--- src/rtl/aq_ifu_icache_data_ctrl_pkg.sv ---
// Shared IFU definitions for the icache data-array controller:
// FSM state encoding, default index width and refill beat count.
package aq_ifu_icache_data_ctrl_pkg;

    localparam int I_DATA_INDEX_WIDTH = 14;
    localparam int REFILL_BEATS       = 4;

    typedef enum logic [1:0] {
        ST_IDLE    = 2'd0,
        ST_REFILL  = 2'd1,
        ST_IOP_RD  = 2'd2,
        ST_IOP_RSP = 2'd3
    } dctrl_state_e;

    // One-hot write enable for a 2-way array.
    function automatic logic [1:0] way_onehot(input logic way);
        return way ? 2'b10 : 2'b01;
    endfunction

endpackage

--- src/rtl/aq_ifu_icache_data_ctrl.sv ---
// Arbiter/sequencer for the single-ported IFU icache data array.
// Ports: refill (req/gnt, beat vld/rdy, done), IOP read (req/gnt,
// rdata/vld), fetch (req/gnt), and the array idx/ren/wen/din/IOP strobes.
module aq_ifu_icache_data_ctrl
    import aq_ifu_icache_data_ctrl_pkg::*;
#(
    parameter int IDX_W = I_DATA_INDEX_WIDTH,
    parameter int BEATS = REFILL_BEATS
) (
    input  logic             forever_cpuclk,
    input  logic             cpurst,
    input  logic             ifetch_req,
    input  logic [IDX_W-1:0] ifetch_idx,
    input  logic [1:0]       ifetch_ren,
    output logic             ifetch_gnt,
    input  logic             refill_req,
    input  logic [IDX_W-1:0] refill_idx,
    input  logic             refill_way,
    output logic             refill_gnt,
    input  logic             refill_data_vld,
    input  logic [127:0]     refill_data,
    output logic             refill_data_rdy,
    output logic             refill_done,
    input  logic             iop_req,
    input  logic [IDX_W-1:0] iop_idx,
    input  logic             iop_way,
    output logic             iop_gnt,
    output logic             iop_rdata_vld,
    output logic [127:0]     iop_rdata,
    input  logic [31:0]      icache_data0_dout,
    input  logic [31:0]      icache_data1_dout,
    input  logic [31:0]      icache_data2_dout,
    input  logic [31:0]      icache_data3_dout,
    output logic [IDX_W-1:0] icache_data_idx,
    output logic [1:0]       icache_data_ren,
    output logic [1:0]       icache_data_wen,
    output logic [127:0]     icache_data_din,
    output logic             iop_rd_data,
    output logic             iop_rd_way
);

    localparam int CW = $clog2(BEATS);

    dctrl_state_e     state_q, state_d;
    logic [IDX_W-1:0] idx_q, idx_d;
    logic             way_q, way_d;
    logic [CW-1:0]    cnt_q, cnt_d;
    logic             done_q, done_d;
    logic             vld_q, vld_d;
    logic [127:0]     rdata_q, rdata_d;

    always_ff @(posedge forever_cpuclk) begin
        if (cpurst) begin
            state_q <= ST_IDLE;
            idx_q   <= '0;
            way_q   <= 1'b0;
            cnt_q   <= '0;
            done_q  <= 1'b0;
            vld_q   <= 1'b0;
            rdata_q <= '0;
        end else begin
            state_q <= state_d;
            idx_q   <= idx_d;
            way_q   <= way_d;
            cnt_q   <= cnt_d;
            done_q  <= done_d;
            vld_q   <= vld_d;
            rdata_q <= rdata_d;
        end
    end

    always_comb begin
        state_d         = state_q;
        idx_d           = idx_q;
        way_d           = way_q;
        cnt_d           = cnt_q;
        done_d          = 1'b0;
        vld_d           = 1'b0;
        rdata_d         = rdata_q;
        ifetch_gnt      = 1'b0;
        refill_gnt      = 1'b0;
        refill_data_rdy = 1'b0;
        iop_gnt         = 1'b0;
        icache_data_idx = '0;
        icache_data_ren = 2'b00;
        icache_data_wen = 2'b00;
        icache_data_din = '0;
        iop_rd_data     = 1'b0;
        iop_rd_way      = 1'b0;

        unique case (state_q)
            ST_IDLE: begin
                if (refill_req) begin
                    refill_gnt = 1'b1;
                    idx_d      = refill_idx;
                    way_d      = refill_way;
                    cnt_d      = '0;
                    state_d    = ST_REFILL;
                end else if (iop_req) begin
                    iop_gnt = 1'b1;
                    idx_d   = iop_idx;
                    way_d   = iop_way;
                    state_d = ST_IOP_RD;
                end else if (ifetch_req) begin
                    ifetch_gnt      = 1'b1;
                    icache_data_idx = ifetch_idx;
                    icache_data_ren = ifetch_ren;
                end
            end
            ST_REFILL: begin
                refill_data_rdy = 1'b1;
                if (refill_data_vld) begin
                    icache_data_wen = way_onehot(way_q);
                    icache_data_din = refill_data;
                    // Each beat covers four 32-bit words of the line.
                    icache_data_idx = {idx_q[IDX_W-1:2+CW], cnt_q, 2'b00};
                    cnt_d           = cnt_q + 1'b1;
                    if (cnt_q == CW'(BEATS - 1)) begin
                        done_d  = 1'b1;
                        state_d = ST_IDLE;
                    end
                end
            end
            ST_IOP_RD: begin
                iop_rd_data     = 1'b1;
                iop_rd_way      = way_q;
                icache_data_idx = idx_q;
                state_d         = ST_IOP_RSP;
            end
            ST_IOP_RSP: begin
                // Array output from the IOP read is valid this cycle.
                rdata_d = {icache_data3_dout, icache_data2_dout,
                           icache_data1_dout, icache_data0_dout};
                vld_d   = 1'b1;
                state_d = ST_IDLE;
            end
            default: state_d = ST_IDLE;
        endcase

        if (cpurst) begin
            ifetch_gnt      = 1'b0;
            refill_gnt      = 1'b0;
            refill_data_rdy = 1'b0;
            iop_gnt         = 1'b0;
            icache_data_ren = 2'b00;
            icache_data_wen = 2'b00;
            iop_rd_data     = 1'b0;
        end
    end

    assign refill_done   = done_q;
    assign iop_rdata_vld = vld_q;
    assign iop_rdata     = rdata_q;

endmodule

--- config.mk ---
export PLATFORM = sky130hd
export DESIGN_NAME = aq_ifu_icache_data_ctrl
export DESIGN_NICKNAME = d
export VERILOG_FILES = /design/src/rtl/aq_ifu_icache_data_ctrl_pkg.sv /design/src/rtl/aq_ifu_icache_data_ctrl.sv
export SDC_FILE = /design/constraint.sdc
export NUM_CORES = 1
export LEC_CHECK = 0
export CAP_MARGIN = 20
export CORE_AREA = 4 4 231 233
export CTS_CLUSTER_DIAMETER = 80
export DETAILED_ROUTE_END_ITERATION = 10
export DIE_AREA = 0 0 235 237
export DONT_BUFFER_PORTS = 1
export REMOVE_ABC_BUFFERS = 1
export SKIP_LAST_GASP = 1
export SLEW_MARGIN = 25
export SYNTH_ARGS = -nofsm -noshare
export SYNTH_HDL_FRONTEND = slang
export SYNTH_SLANG_ARGS = --single-unit
--- constraint.sdc ---
create_clock -name forever_cpuclk -period 2.6 [get_ports forever_cpuclk]
set_clock_uncertainty 0.15 [all_clocks]
set_input_delay 0.65 -clock forever_cpuclk [delete_from_list [all_inputs] [get_ports forever_cpuclk]]
set_output_delay 0.65 -clock forever_cpuclk [all_outputs]
set_load 0.005 [all_outputs]
# Word level (Yosys, flattened, before mapping)
# Index checks and enable logic that the tools add are counted.
# word_totals
regBits	149
latch_bits	0
ram_bits	0
romBits	0
input_bits	308
wordCells	72
memories	0
# classes
add_sub_neg	1
mul	0
n_div	0
n_lt_le_gt_ge	0
n_eq_ne	8
n_shift	0
n_mux	47
bitwise	2
reduce_logical	7
# op_table
operator	n
$mux W128	2
$mux W14	6
$pmux W14 S3	1
$mux W2	15
$mux W1	21
$pmux W2 S4	1
$eq A2 B2 Y1 const B	3
$ne A2 B2 Y1 const B	3
$reduce_and A3 Y1	2
$pmux W2 S2	1
$reduce_bool A2 Y1	2
$ne A3 B3 Y1 const B	1
$reduce_or A3 Y1	1
$add A2 B1 Y2 const B	1
$eq A2 B1 Y1 const B	1
$logic_not A2 Y1	1
$not A1 Y1	2
$reduce_and A2 Y1	1

# Logic depth before layout (Yosys ltp)
# depth
depth_word	5
ltp_mapped	6
depth_no_buf	4

# Least setup slack after synthesis
# No wires, ideal clock.
# synth_path
path_kind	input to output
startpoint	in refill_data_vld
endpoint	out icache_data_idx[10]
t_arrival_ps	1389
required_time_ps	1800
path_slack_ps	411
path_stages	4
path_buffers	1
path_cell_list	and3b_1 -> or2_1 -> buf_2 -> a22o_1
# synth_between
elab_chain_len	2
# synth_rtl
item	line_no	text
from (decl)	aq_ifu_icache_data_ctrl.sv:20	input logic refill_data_vld,
$mux W14	aq_ifu_icache_data_ctrl.sv:112	if (refill_data_vld) begin
$pmux W14 S3	aq_ifu_icache_data_ctrl.sv:91	unique case (state_q)
to (decl)	aq_ifu_icache_data_ctrl.sv:34	output logic [IDX_W-1:0] icache_data_idx,
# Every way passes these cells.

# Worst setup path after layout
# layout_path
startpoint	reg state_q[1]
endpoint	out icache_data_idx[12]
# layout_between
elab_chain_len	2
elab_cells_between_ends	4
classes_between	eq/ne: 2; mux: 1; reduce/logical: 1
# layout_rtl
item	line_no	text
from (decl)	aq_ifu_icache_data_ctrl.sv:44	dctrl_state_e state_q, state_d;
from (signal assigned)	aq_ifu_icache_data_ctrl.sv:62	state_q <= state_d;
$eq A2 B2 Y1, or another cell as far along	aq_ifu_icache_data_ctrl.sv:91	
$pmux W14 S3 (*)	aq_ifu_icache_data_ctrl.sv:91	
# Mark *: on every way between the ends. The rest lies on a longest branch, timed or not.

==> qor.json <==
{
  "drc_errors": 0,
  "synth_largest_type_area_fraction_pct": 46.0,
  "period_minus_slack_ns": 2.54,
  "post_synth_design_cell_area_sq_mm": 0.00649,
  "p_total_mw": 5.60,
  "regToRegSetupSlack_ns": 0.86,
  "initial_core_util_pct": 12.7,
  "result_of_the_run": "finished, final reports clean",
  "timing.setup.critical_path_class": "reg2out",
  "hold_buffers": 0,
  "core_area_sq_mm": 0.0512,
  "critical_path_start_type": "flip-flop",
  "yosysSeqAreaShare_pct": 46.0,
  "synth.largest_area_cell": "sky130_fd_sc_hd__dfxtp_1",
  "hold_path_depth": 1,
  "critical_path.reg2reg.endpoint": "iop_rdata[11]$_SDFFE_PP0P_",
  "multi_input_area_sq_mm": 0.00318,
  "ant_nets": 0,
  "path_max_fanout": 10,
  "yosysUniqueCellTypes": 37,
  "first_global_vias": 5508,
  "post_layout_nonfiller_instances": 1533,
  "layout_worst_path_cycle_share_pct": 97.6,
  "synth_fa_ha_area_share_pct": 0.193,
  "area_growth_pct": 24.0,
  "timing.fmax_ghz": 0.394,
  "grt_pass1_wl_microns": 48900,
  "worst_skew_pair.late_latency_ns": 0.45,
  "die_area_sq_mm": 0.0557,
  "cts_root_buf": "sky130_fd_sc_hd__clkbuf_16",
  "hold_path.startpoint": "cpurst",
  "die_width_microns": 235,
  "detail_route.wl_per_cell_microns": 24.6,
  "clk_pin_slew_ns": 0.07,
  "dominant_cells_by_area_after_synthesis": "sky130_fd_sc_hd__dfxtp_1, sky130_fd_sc_hd__nand2_1, sky130_fd_sc_hd__and2_1, sky130_fd_sc_hd__a21oi_1, sky130_fd_sc_hd__buf_2",
  "antenna_violations_before_repair": 64,
  "grt_overflow_total": 0,
  "cts_num_sinks": 149,
  "timing.critical_path.arrival_ns": 1.74,
  "power_density_mw_per_mm2": 697,
  "timing.final.setup_violations": 0,
  "cts-root-to-sink-buffers": 2,
  "synth_edf_count": 0,
  "register_area_sq_mm": 0.00299,
  "number_of_nets_in_the_finished_design": 1120,
  "post-place-cells": 1467,
  "timing.reg2reg.worst_path_depth": 5,
  "irDropWorstVdd_mv": 0.430,
  "main_combinational_cell_family_by_area_after_synthesis": "simple AND/OR/NAND/NOR gates",
  "wirelength_microns": 37700,
  "port_buffers": 0,
  "number_of_synthesized_register_bits": 149,
  "timing.hold.worst_endpoint": "iop_rdata[7]$_SDFFE_PP0P_",
  "grt_setup_unrepaired": "true",
  "fill_cells": 5787,
  "clock_tree_from_tritoncts": "built",
  "hold_viol": 0,
  "die_height_microns": 237,
  "yosysWarningCount": 0,
  "max_slew_margin_pct": 69.1,
  "syn-mean-instance-area_sq_um": 7.76,
  "synth_simple_gate_area_share_pct": 30.4,
  "initialDrtViolationCount": 488,
  "first_pass_iters": 5,
  "pin_count": 590,
  "slew_viol_final": 0,
  "globalplace.congestion": 1.23,
  "worst_slew_pin_slew_ns": 0.461,
  "drv.max_cap_violation_count": 0,
  "critical_path.endpoint_type": "output port",
  "min-delay-path-class": "in2reg",
  "drive_gt1_share_pct": 8.74,
  "post_synth_inst_count": 836,
  "dpl.hpwl_microns": 31000,
  "numCtsBuffers": 17,
  "synth_async_sr_flop_share_pct": 0,
  "vias_per_cell": 4.13,
  "htreeDepth": 4,
  "fp-row-count": 83,
  "required_ns": 1.80,
  "synth_top_flop_cell": "sky130_fd_sc_hd__dfxtp_1",
  "synth_xor_area_share_pct": 0,
  "detailroute.via_count": 6330,
  "grt_start_max_net_pins": 156,
  "yosys-mux-area-fraction_pct": 2.31,
  "crit-reg2reg-launch": "state_q[1]$_SDFFE_PP0P_",
  "power.static_leakage_nw": 2.63,
  "synth-compound-area-share_pct": 15.5,
  "grt_usage_pct": 12.7
}
## report_power, final
part | total, mW | internal, mW | leakage, nW | switching [mW]
Combinational | 0.440 | 0.180 | 1.12 | 0.260
Clock | 2.74 | 1.71 | 0.309 | 1.03
Sequential | 2.42 | 2.36 | 1.21 | 0.0613
Total | 5.60 | 4.25 | 2.63 | 1.35
## cells in the final DEF, fill, tap and decap left out, drive strengths merged
master	count
o21bai	2
a31oi	1
and3b	1
diode	29
a22oi	2
clkinvlp	3
buf	25
or2	2
nor2b	3
nand3	1
and4bb	1
nand4b	1
nor2	5
mux2i	15
nand2	261
a22o	10
a32o	2
nor3	2
nor4	1
dfxtp	149
and3	3
a21oi	146
and2	130
ha	1
a211oi	15
o21ai	3
nor3b	4
bufinv	4
nand3b	2
inv	4
clkbuf	23
clkinv	2
## critical path: stages, from the launching register on
cell,delay (ns)
sky130_fd_sc_hd__dfxtp_2,0.36
sky130_fd_sc_hd__and3b_4,0.44
sky130_fd_sc_hd__or2_4,0.27
sky130_fd_sc_hd__a22o_1,0.21
## cell families after synthesis
group	Yosys count
multiplexers	15
adder cells (fa/ha/maj)	1
AND/OR/NAND/NOR	417
buffers and inverters	73
flip-flops	149
AO/OA/AOI/OAI	181
## sequential cells by signal (all words and copies together) (netlist names)
signal	cells
refill_done	1
iop_rdata_vld	1
state_q	2
way_q	1
idx_q	14
iop_rdata	128
cnt_q	2
## what timing repair did
| item | CTS | global route |
|---|---|---|
| resized for setup | 12 | 0 |
| buffers inserted | 3 | 0 |
| cloned | 1 | 1 |
| pin swaps | 1 | 0 |
| endpoints found under the setup margin | 139 | 2 |
## final cells by class
type                            count  share of cell area, %
Multi-Input combinational cell    614                   39.5
Sequential cell                   149                   37.2
Tap cell                          680                   10.6
Clock buffer                       22                   6.02
Timing Repair Buffer               26                   3.61
Clock inverter                     10                   2.10
Antenna cell                       29                  0.902
Inverter                            3                  0.140
## metrics by stage
step	hold slack [ns]	worst slack, ns	setup TNS [ns]	util, %	instance area [sq um]
4_1_cts	0.0567	0.00921	0	15.5	7950
3_3_place_gp	0.312	0.156	0	14.1	7200
2_1_floorplan	0.297	-0.895	-177.36	-	6130
5_1_grt	0.0722	-0.0151	-0.0484	15.7	8020
3_5_place_dp	0.315	0.0843	0	14.1	7200
6_report	0.125	0.0619	0	15.7	8040
## metal layers
layer  track usage (%)  routed length, microns
met1              15.1                   15100
met2              15.1                   13900
met3              13.0                    7620
met4              3.60                     596
met5              2.08                     540
## synthesized netlist by cell type, types with 2 or more instances
cell type / number
sky130_fd_sc_hd__a211oi_1: 15
sky130_fd_sc_hd__a21oi_1: 146
sky130_fd_sc_hd__a22o_1: 10
sky130_fd_sc_hd__a22oi_1: 2
sky130_fd_sc_hd__a32o_1: 2
sky130_fd_sc_hd__and2_1: 130
sky130_fd_sc_hd__and3_1: 3
sky130_fd_sc_hd__buf_2: 33
sky130_fd_sc_hd__buf_4: 4
sky130_fd_sc_hd__buf_6: 3
sky130_fd_sc_hd__clkbuf_1: 19
sky130_fd_sc_hd__clkbuf_2: 10
sky130_fd_sc_hd__dfxtp_1: 149
sky130_fd_sc_hd__inv_1: 3
sky130_fd_sc_hd__mux2i_1: 15
sky130_fd_sc_hd__nand2_1: 260
sky130_fd_sc_hd__nand3b_1: 2
sky130_fd_sc_hd__nor2_1: 4
sky130_fd_sc_hd__nor2b_1: 3
sky130_fd_sc_hd__nor3b_1: 3
sky130_fd_sc_hd__o21ai_0: 3
sky130_fd_sc_hd__o21bai_1: 2
## how the worst max path moves through the flow
stage / from / endpoint / slack, ns / cells past startpoint
floorplan: refill_data_vld / icache_data_idx[10] / -0.90 / 3
finish: state_q[1]$_SDFFE_PP0P_ / icache_data_idx[12] / 0.06 / 3
global route: state_q[0]$_SDFFE_PP0P_ / icache_data_ren[0] / -0.02 / 5
global placement: refill_req / icache_data_ren[0] / 0.16 / 5
CTS: state_q[1]$_SDFFE_PP0P_ / icache_data_din[81] / 0.009 / 4
detailed placement: refill_req / icache_data_ren[0] / 0.08 / 5
Note: power is estimated with default switching activity, not from simulation.
